$ cat src/rtl/reg_addr_demux.sv
// Register-bus address demultiplexer: decodes one master request against an address map and
// forwards it to a single slave. Define REG_DEMUX_TIMEOUT_EN to bound the FWD wait.
module reg_addr_demux #(
   parameter int unsigned NumSlaves     = 4,
   parameter int unsigned NumRules      = 4,
   parameter int unsigned AddrWidth     = 64,
   parameter int unsigned DataWidth     = 32,
   parameter int unsigned TimeoutCycles = 256
) (
   input  logic                              clk_i,
   input  logic                              rst_ni,
   input  logic [NumRules*(32+2*AddrWidth)-1:0] addr_map_i,
   input  logic                              mst_valid_i,
   input  logic                              mst_write_i,
   input  logic [AddrWidth-1:0]              mst_addr_i,
   input  logic [DataWidth-1:0]              mst_wdata_i,
   input  logic [DataWidth/8-1:0]            mst_wstrb_i,
   output logic                              mst_ready_o,
   output logic                              mst_error_o,
   output logic [DataWidth-1:0]              mst_rdata_o,
   output logic [NumSlaves-1:0]              slv_valid_o,
   output logic                              slv_write_o,
   output logic [AddrWidth-1:0]              slv_addr_o,
   output logic [DataWidth-1:0]              slv_wdata_o,
   output logic [DataWidth/8-1:0]            slv_wstrb_o,
   input  logic [NumSlaves-1:0]              slv_ready_i,
   input  logic [NumSlaves-1:0]              slv_error_i,
   input  logic [NumSlaves*DataWidth-1:0]    slv_rdata_i,
   output logic                              busy_o,
   output logic [15:0]                       err_cnt_o
);

   localparam int unsigned RuleW = 32 + 2*AddrWidth;
   localparam int unsigned SelW  = (NumSlaves > 1) ? $clog2(NumSlaves) : 1;

   if (NumSlaves < 1 || NumSlaves > 16 || TimeoutCycles < 1) begin : g_param_check
      $error("reg_addr_demux: NumSlaves must be 1..16 and TimeoutCycles >= 1");
   end

   typedef enum logic [1:0] {IDLE, FWD, RESP, ERR} state_e;

   state_e               state_q, state_d;
   logic [SelW-1:0]      sel_q;
   logic [DataWidth-1:0] rdata_q;
   logic                 err_q;
   logic [15:0]          err_cnt_q;
   logic                 tmo_expire;

   logic                 hit;
   logic                 matched;
   logic [SelW-1:0]      hit_sel;
   logic [31:0]          rule_idx;
   logic [AddrWidth-1:0] rule_start, rule_end;

   function automatic logic [15:0] sat_inc(input logic [15:0] v);
      return (v == 16'hFFFF) ? v : v + 16'd1;
   endfunction

   // Lowest-numbered matching rule wins; an empty or inverted range never matches.
   always_comb begin
      hit        = 1'b0;
      matched    = 1'b0;
      hit_sel    = '0;
      rule_idx   = '0;
      rule_start = '0;
      rule_end   = '0;
      for (int r = 0; r < NumRules; r++) begin
         rule_idx   = addr_map_i[r*RuleW + 2*AddrWidth +: 32];
         rule_start = addr_map_i[r*RuleW + AddrWidth +: AddrWidth];
         rule_end   = addr_map_i[r*RuleW +: AddrWidth];
         if (!matched && (rule_start < rule_end) &&
             (mst_addr_i >= rule_start) && (mst_addr_i < rule_end)) begin
            matched = 1'b1;
            if (rule_idx < NumSlaves) begin
               hit     = 1'b1;
               hit_sel = rule_idx[SelW-1:0];
            end
         end
      end
   end

`ifdef REG_DEMUX_TIMEOUT_EN
   localparam int unsigned TmoW = $clog2(TimeoutCycles + 1);
   localparam logic [TmoW-1:0] TmoLast = TmoW'(TimeoutCycles - 1);

   logic [TmoW-1:0] tmo_q;

   // Slave ready in the expiry cycle wins over the timeout.
   assign tmo_expire = (state_q == FWD) && !slv_ready_i[sel_q] && (tmo_q == TmoLast);

   always_ff @(posedge clk_i or negedge rst_ni) begin
      if (!rst_ni) begin
         tmo_q <= '0;
      end else if (state_q == FWD && !slv_ready_i[sel_q] && !tmo_expire) begin
         tmo_q <= tmo_q + 1'b1;
      end else begin
         tmo_q <= '0;
      end
   end
`else
   assign tmo_expire = 1'b0;
`endif

   always_comb begin
      state_d = state_q;
      case (state_q)
         IDLE: if (mst_valid_i) state_d = hit ? FWD : ERR;
         FWD:  if (slv_ready_i[sel_q] || tmo_expire) state_d = RESP;
         RESP: state_d = IDLE;
         ERR:  state_d = IDLE;
         default: state_d = IDLE;
      endcase
   end

   always_ff @(posedge clk_i or negedge rst_ni) begin
      if (!rst_ni) state_q <= IDLE;
      else         state_q <= state_d;
   end

   // Request copy and slave selection are captured only at the IDLE decode edge.
   always_ff @(posedge clk_i or negedge rst_ni) begin
      if (!rst_ni) begin
         sel_q       <= '0;
         slv_write_o <= 1'b0;
         slv_addr_o  <= '0;
         slv_wdata_o <= '0;
         slv_wstrb_o <= '0;
         rdata_q     <= '0;
         err_q       <= 1'b0;
         err_cnt_q   <= '0;
      end else begin
         case (state_q)
            IDLE: begin
               if (mst_valid_i && hit) begin
                  sel_q       <= hit_sel;
                  slv_write_o <= mst_write_i;
                  slv_addr_o  <= mst_addr_i;
                  slv_wdata_o <= mst_wdata_i;
                  slv_wstrb_o <= mst_wstrb_i;
               end else if (mst_valid_i) begin
                  err_cnt_q <= sat_inc(err_cnt_q);
               end
            end
            FWD: begin
               if (slv_ready_i[sel_q]) begin
                  rdata_q <= slv_rdata_i[sel_q*DataWidth +: DataWidth];
                  err_q   <= slv_error_i[sel_q];
               end else if (tmo_expire) begin
                  rdata_q   <= '0;
                  err_q     <= 1'b1;
                  err_cnt_q <= sat_inc(err_cnt_q);
               end
            end
            default: ;
         endcase
      end
   end

   // All master/slave handshake outputs decode from state, so reset clears them at once.
   always_comb begin
      slv_valid_o = '0;
      if (state_q == FWD) slv_valid_o[sel_q] = 1'b1;
   end

   assign mst_ready_o = (state_q == RESP) || (state_q == ERR);
   assign mst_error_o = (state_q == ERR) || ((state_q == RESP) && err_q);
   assign mst_rdata_o = (state_q == RESP) ? rdata_q : '0;
   assign busy_o      = (state_q != IDLE);
   assign err_cnt_o   = err_cnt_q;

endmodule

$ cat config.mk
export PLATFORM = sky130hd
export DESIGN_NAME = reg_addr_demux
export DESIGN_NICKNAME = d
export VERILOG_FILES = /design/src/rtl/reg_addr_demux.sv
export SDC_FILE = /design/constraint.sdc
export NUM_CORES = 1
export LEC_CHECK = 0
export CORE_AREA = 2 2 398 400
export CTS_CLUSTER_SIZE = 20
export DETAILED_ROUTE_END_ITERATION = 16
export DIE_AREA = 0 0 400 402
export MAX_ROUTING_LAYER = met4
export SLEW_MARGIN = 20
export SYNTH_ARGS = -nofsm -noshare
export SYNTH_HDL_FRONTEND = slang
export SYNTH_SLANG_ARGS = --single-unit
$ cat constraint.sdc
create_clock -name clk_i -period 3.08 [get_ports clk_i]
set_input_delay 0.616 -clock clk_i [delete_from_list [all_inputs] [get_ports clk_i]]
set_output_delay 0.616 -clock clk_i [all_outputs]
set_load 0.1 [all_outputs]
# Yosys cells after proc, flatten, opt, wreduce, memory -nomap -nowiden
# Index checks and enable logic that the tools add are counted.
[classes] n_addsub=1 magnitude_cmp=18 eq_ne=6 shift=1 n_mux=31 bitwise=2 reduce_logical=26
[ops] operator="64-bit less-than comparator" n=8
[ops] operator="64-bit greater-or-equal comparator" n=4
[ops] operator="32-bit by 3-bit less-than comparator with 1-bit output (second input constant)" n=4
[ops] operator="128-bit by 8-bit variable part select with 32-bit output" n=1
[ops] operator="32-bit 2-to-1 mux" n=1
[ops] operator="2-bit 2-to-1 mux" n=11
[ops] operator="16-bit by 1-bit adder with 16-bit output (second input constant)" n=1
[ops] operator="16-bit == test (second input constant)" n=1
[ops] operator="1-bit logical AND" n=14
[ops] operator="1-bit 2-to-1 mux" n=14
[ops] operator="2-bit case mux with 3 select lines" n=1
[ops] operator="2-bit AND reduction" n=3
[ops] operator="1-bit binary-select mux with 2-bit select" n=2
[ops] operator="2-bit == test (second input constant)" n=2
[ops] operator="4-bit 2-to-1 mux" n=1
[ops] operator="2-bit inequality test (second input constant)" n=2
[ops] operator="4-bit AND reduction" n=1
[ops] operator="1-bit logical NOT" n=3
[ops] operator="2-bit by 3-bit less-than comparator with 1-bit output (second input constant)" n=1
[ops] operator="1-bit demux with 2-bit select" n=1
[ops] operator="2-bit by 1-bit == test with 1-bit output (second input constant)" n=1
[ops] operator="2-bit by 1-bit greater-or-equal comparator with 1-bit output (second input constant)" n=1
[ops] operator="2-bit logical NOT" n=1
[ops] operator="1-bit logical OR" n=2
[ops] operator="other kinds (3)" n=4
[word_totals] register_bits=154 in_bits=880 out_inout_bits=156 elab_cells=94

# Longest topological paths before layout
[logic_depth] word_depth=22 ltp_mapped=14 mapped_depth_nobuf=12

# Least setup slack after synthesis
# Ideal clock, no wire load.
[synth_timing] path_kind="input to register" startpoint="input addr_map_i[502]" endpoint="register slv_addr_o[0]" setup_time_ns=0.125 t_arrival_ns=3.792 t_required_ns=2.955 setup_slack_ns=-0.837 path_stages=14 n_path_buf=2 path_cell_list="inv_1 -> ha_1 -> a21o_1 -> a211o_1 -> or4_1 -> nor3b_1 -> a211o_1 -> nor4_1 -> o311ai_1 -> a311oi_4 -> o21bai_2 -> buf_6 -> buf_6 -> mux2_4"
[synth_via] elab_chain_cells=7 word_cells_on_any_way=8 cone_classes="order compare (2); mux (1); reduce/logical (5)"
[synth_rtl] element="start, declared" line="12" rtl="input logic [NumRules*(32+2*AddrWidth)-1:0] addr_map_i,"
[synth_rtl] element="64-bit less-than comparator" line="71" rtl="if (!matched && (rule_start < rule_end) &&"
[synth_rtl] element="1-bit logical AND (2 in a row)" line="71"
[synth_rtl] element="1-bit logical AND *" line="72" rtl="(mst_addr_i >= rule_start) && (mst_addr_i < rule_end)) begin"
[synth_rtl] element="1-bit 2-to-1 mux *" line="71"
[synth_rtl] element="1-bit logical AND *" line="134" rtl="if (mst_valid_i && hit) begin"
[synth_rtl] element="2-bit AND reduction (no line) *"
[synth_rtl] element="end signal, assigned" line="137" rtl="slv_addr_o <= mst_addr_i;"
[synth_rtl] element="end, declared" line="23" rtl="output logic [AddrWidth-1:0] slv_addr_o,"
# Mark *: on every way between the ends. The rest lies on a longest branch, timed or not.
# A chain may end at the register's enable or synchronous reset.

# Worst setup path in the final report
[layout_timing] startpoint="input addr_map_i[171]" endpoint="register slv_addr_o[45]"
[layout_via] elab_chain_cells=17 word_cells_on_any_way=22 cone_classes="order compare (2); mux (7); reduce/logical (13)"
[layout_rtl] element="64-bit less-than comparator" line="71"
[layout_rtl] element="1-bit logical AND (2 in a row)" line="71"
[layout_rtl] element="1-bit logical AND *" line="72"
[layout_rtl] element="1-bit 2-to-1 mux" line="71"
[layout_rtl] element="1-bit logical NOT" line="71"
[layout_rtl] element="1-bit logical AND (2 in a row)" line="71"
[layout_rtl] element="1-bit logical AND" line="72"
[layout_rtl] element="1-bit 2-to-1 mux" line="71"
[layout_rtl] element="1-bit logical NOT" line="71"
[layout_rtl] element="1-bit logical AND (2 in a row)" line="71"
[layout_rtl] element="1-bit logical AND" line="72"
[layout_rtl] element="1-bit 2-to-1 mux *" line="71"
[layout_rtl] element="1-bit logical AND *" line="134"
[layout_rtl] element="2-bit AND reduction (no line) *"
# Marked as above.

==> out/results.txt <==
Mapped Area - 0.0259 mm^2
Die area - 0.161 mm^2
Vias - 31300
Worst setup margin - -1.07 ns
Fin Clk Skew - 0.0234 ns
Die W - 400 um
Antenna viol nets, final - 0
Clock tree buffer depth - 2
VDD IR max - 0.000477 V
Most used DFF post-synth - dfrtp_1
Maximum clock frequency - 241 MHz
Sum Neg Setup Slack - -116.18 ns
Finish-stage setup viols - 120
Initial core utilization - 0.165
Yosys warns - 0
Num CTS Buffers - 17
Root buffer cell - clkbuf_16
Number of core rows - 146
FF/Latch Area - 0.00386 mm^2
CP max stage delay - 0.50 ns
Layout cells sized above 1 - 0.335
Hold Path Class - in -> async
Util after Layout - 0.314
Final Non-Filler Cells - 7008
Placer Congestion - 0.999
Final hold violations - 0
Relative slew slack - 0.385
Post-DP HPWL - 172000 um
Crit end category - register
Reg2Reg Depth - 9
WP data required - 3.49 ns
CP Max Fanout - 16
Vias per cell - 4.47
Worst setup path class - in -> reg
Final nets - 6454
Max-cap violation count - 0
Area grow syn2layout - 90.1%
Crit path arrival time - 4.56 ns
CTS sink count - 154
R2R Path End - err_cnt_o[6]$_DFFE_PN0P_
Status - finished with violations
Count leader, synth - ha_1
Dpl ws - -2.85 ns
Cell count after synthesis - 3002
Global router's overall resource usage - 0.237
Tcrit/Tclk final - 1.35
CTS tree - done
Drt initial violations - 1535
Post-Syn Area per Cell - 8.63 um^2
RSZ-0062 raised after global routing - yes
R2R Path Start - err_cnt_o[8]$_DFFE_PN0P_
Routed WL - 193000 um
Violated checks - setup timing
Router iterations before antenna repair - 7
Fill count - 16300
CP startpoint kind - input port
Pleak - 24.2 nW
WL/cell - 27.5 um
Global-route wire length before repair - 253000 um
Vias in the first global route - 32200
Syn nets - 4643
Critical path's slowest cell - or4_4
Port Buffers - 1035
Pwr dens - 454 mW/mm^2
Worst slew pin tran - 0.918 ns
Synth top cells by count - ha_1, inv_1, a21oi_1
FF-to-FF setup slack - 0.73 ns
Number of enable flip-flop cells after synthesis - 0
CP cell instances - dlygate4sd2_1, inv_2, ha_4, a21oi_2, o21ai_1, a221o_1, a211oi_4, buf_6, o2111ai_2, or4_4, buf_6, nor4_4, buf_4, a311oi_4, o21bai_4, buf_12, buf_12, mux2_2
Register area share after synthesis - 0.149
Asr flop ratio synth - 1.00
Final min period - 4.15 ns
Synth unique cells - 69
H-tree Lvls - 4
Top-area cell type share of the netlist area - 0.367
Clock latency on the worst-skew pair - 0.53 ns
Yosys reg bits - 154
Ports - 1036
Reg clk slew, reported paths - 0.08 ns
Core ar. - 0.157 mm^2
Top cell type by total area after synthesis - ha_1
CTS hold repair buffers - 0
Max-slew violations - 0
Placed Instances - 6771
Largest net degree at the start of global routing - 61
Synth top area cells - ha_1, dfrtp_1, inv_1
Remaining DRCs - 0
Die height - 402 um
Initial antenna violation count - 139
Area occupied by multi-input gates - 0.0228 mm^2
Grt total ovfl - 0
## layout by cell type, fill, tap and decap left out, types with 18 or more instances in the layout
cell type	synthesis	layout
a21oi_2	0	41
clkbuf_16	0	19
a21o_1	58	58
mux2_2	67	67
dlygate4sd2_1	0	92
inv_2	0	92
a211oi_1	46	27
nor4_1	49	32
a21oi_1	242	198
mux2_4	68	68
ha_1	761	641
clkbuf_2	0	25
mux4_2	34	34
nand2_1	175	166
nor2_1	79	74
and2_1	40	40
diode_2	0	110
clkdlybuf4s50_1	0	678
buf_4	0	802
o21ai_1	2	20
nor3_1	57	38
and3_1	20	18
buf_6	8	56
dlymetal6s2s_1	0	71
inv_1	532	433
nand3_1	102	94
buf_12	0	76
ha_4	0	112
dfrtp_1	154	152
nand4_1	129	129
o21ai_0	102	71
and4_1	28	22
## kinds of logic after synthesis
| family | after synthesis | synth area share |
|---|---|---|
| simple gates | 737 | 0.150 |
| buf+inv | 563 | 0.0840 |
| compound gates | 601 | 0.146 |
| flops | 154 | 0.149 |
| xor+xnor | 15 | 0.00507 |
| fa+ha+maj | 761 | 0.367 |
| mux | 171 | 0.0988 |
## critical path: cells and delay by family
family | cells | cell delay (ns)
compound gates | 7 | 1.35
buf+inv | 7 | 1.24
simple gates | 2 | 0.75
mux | 1 | 0.35
fa+ha+maj | 1 | 0.21
## final cells by class
| cell class | instances | area share |
|---|---|---|
| Antenna cell | 110 | 0.00559 |
| Clock buffer | 17 | 0.00864 |
| Clock inverter | 15 | 0.00439 |
| Inverter | 532 | 0.0411 |
| Multi-Input combinational cell | 2285 | 0.463 |
| Sequential cell | 154 | 0.0783 |
| Tap cell | 2072 | 0.0526 |
| Timing Repair Buffer | 1823 | 0.347 |
## power by group
| group | switching [mW] | leakage [nW] | internal [mW] |
|---|---|---|---|
| combinational | 10.5 | 21.9 | 5.84 |
| clock | 1.30 | 0.306 | 1.12 |
| sequential | 0.669 | 1.94 | 2.91 |
## through the flow
stage | hold WS [ns] | total power [mW] | cell area (um^2)
3_3_place_gp | 0.478 | 19.3 | 44500
5_1_grt | 0.0493 | 23.3 | 49200
3_5_place_dp | 0.480 | 19.4 | 44600
4_1_cts | 0.0191 | 22.4 | 47800
2_1_floorplan | 0.320 | 12.9 | 26100
6_report | 0.0245 | 22.4 | 49300
## worst max path at each step
stage                                   to  slack (ns)  depth (start not counted)            start
2_1_floorplan    slv_addr_o[0]$_DFFE_PN0P_       -0.74                         13  addr_map_i[249]
3_3_place_gp    slv_addr_o[35]$_DFFE_PN0P_       -3.66                         18  addr_map_i[343]
3_5_place_dp    slv_addr_o[25]$_DFFE_PN0P_       -2.85                         17    mst_addr_i[3]
4_1_cts        slv_wdata_o[28]$_DFFE_PN0P_       -1.08                         18   mst_addr_i[47]
5_1_grt         slv_addr_o[40]$_DFFE_PN0P_       -1.15                         18  addr_map_i[173]
6_report        slv_addr_o[45]$_DFFE_PN0P_       -1.07                         18  addr_map_i[171]
## layer usage
| layer | up-vias | GRT usage | routed length, um |
|---|---|---|---|
| met5 | - | - | 0 |
| met4 | 0 | 0.155 | 14200 |
| met3 | 284 | 0.0634 | 13900 |
| met2 | 1165 | 0.394 | 91800 |
| met1 | 15000 | 0.247 | 72700 |
| li1 | 14900 | - | - |
## flip-flops by register name, summed over array words and instances (netlist names)
register	cells
rdata_q	32
slv_wstrb_o	4
slv_addr_o	64
err_cnt_o	16
state_q	2
sel_q	2
slv_write_o	1
slv_wdata_o	32
err_q	1
## timing repair
action | 4_1_cts | 5_1_grt
pin swaps | 139 | 61
setup buffers | 85 | 19
gates cloned | 0 | 2
resized for setup | 538 | 321
endpoints found under the setup margin | 120 | 120
(Power assumes the default switching activity.)
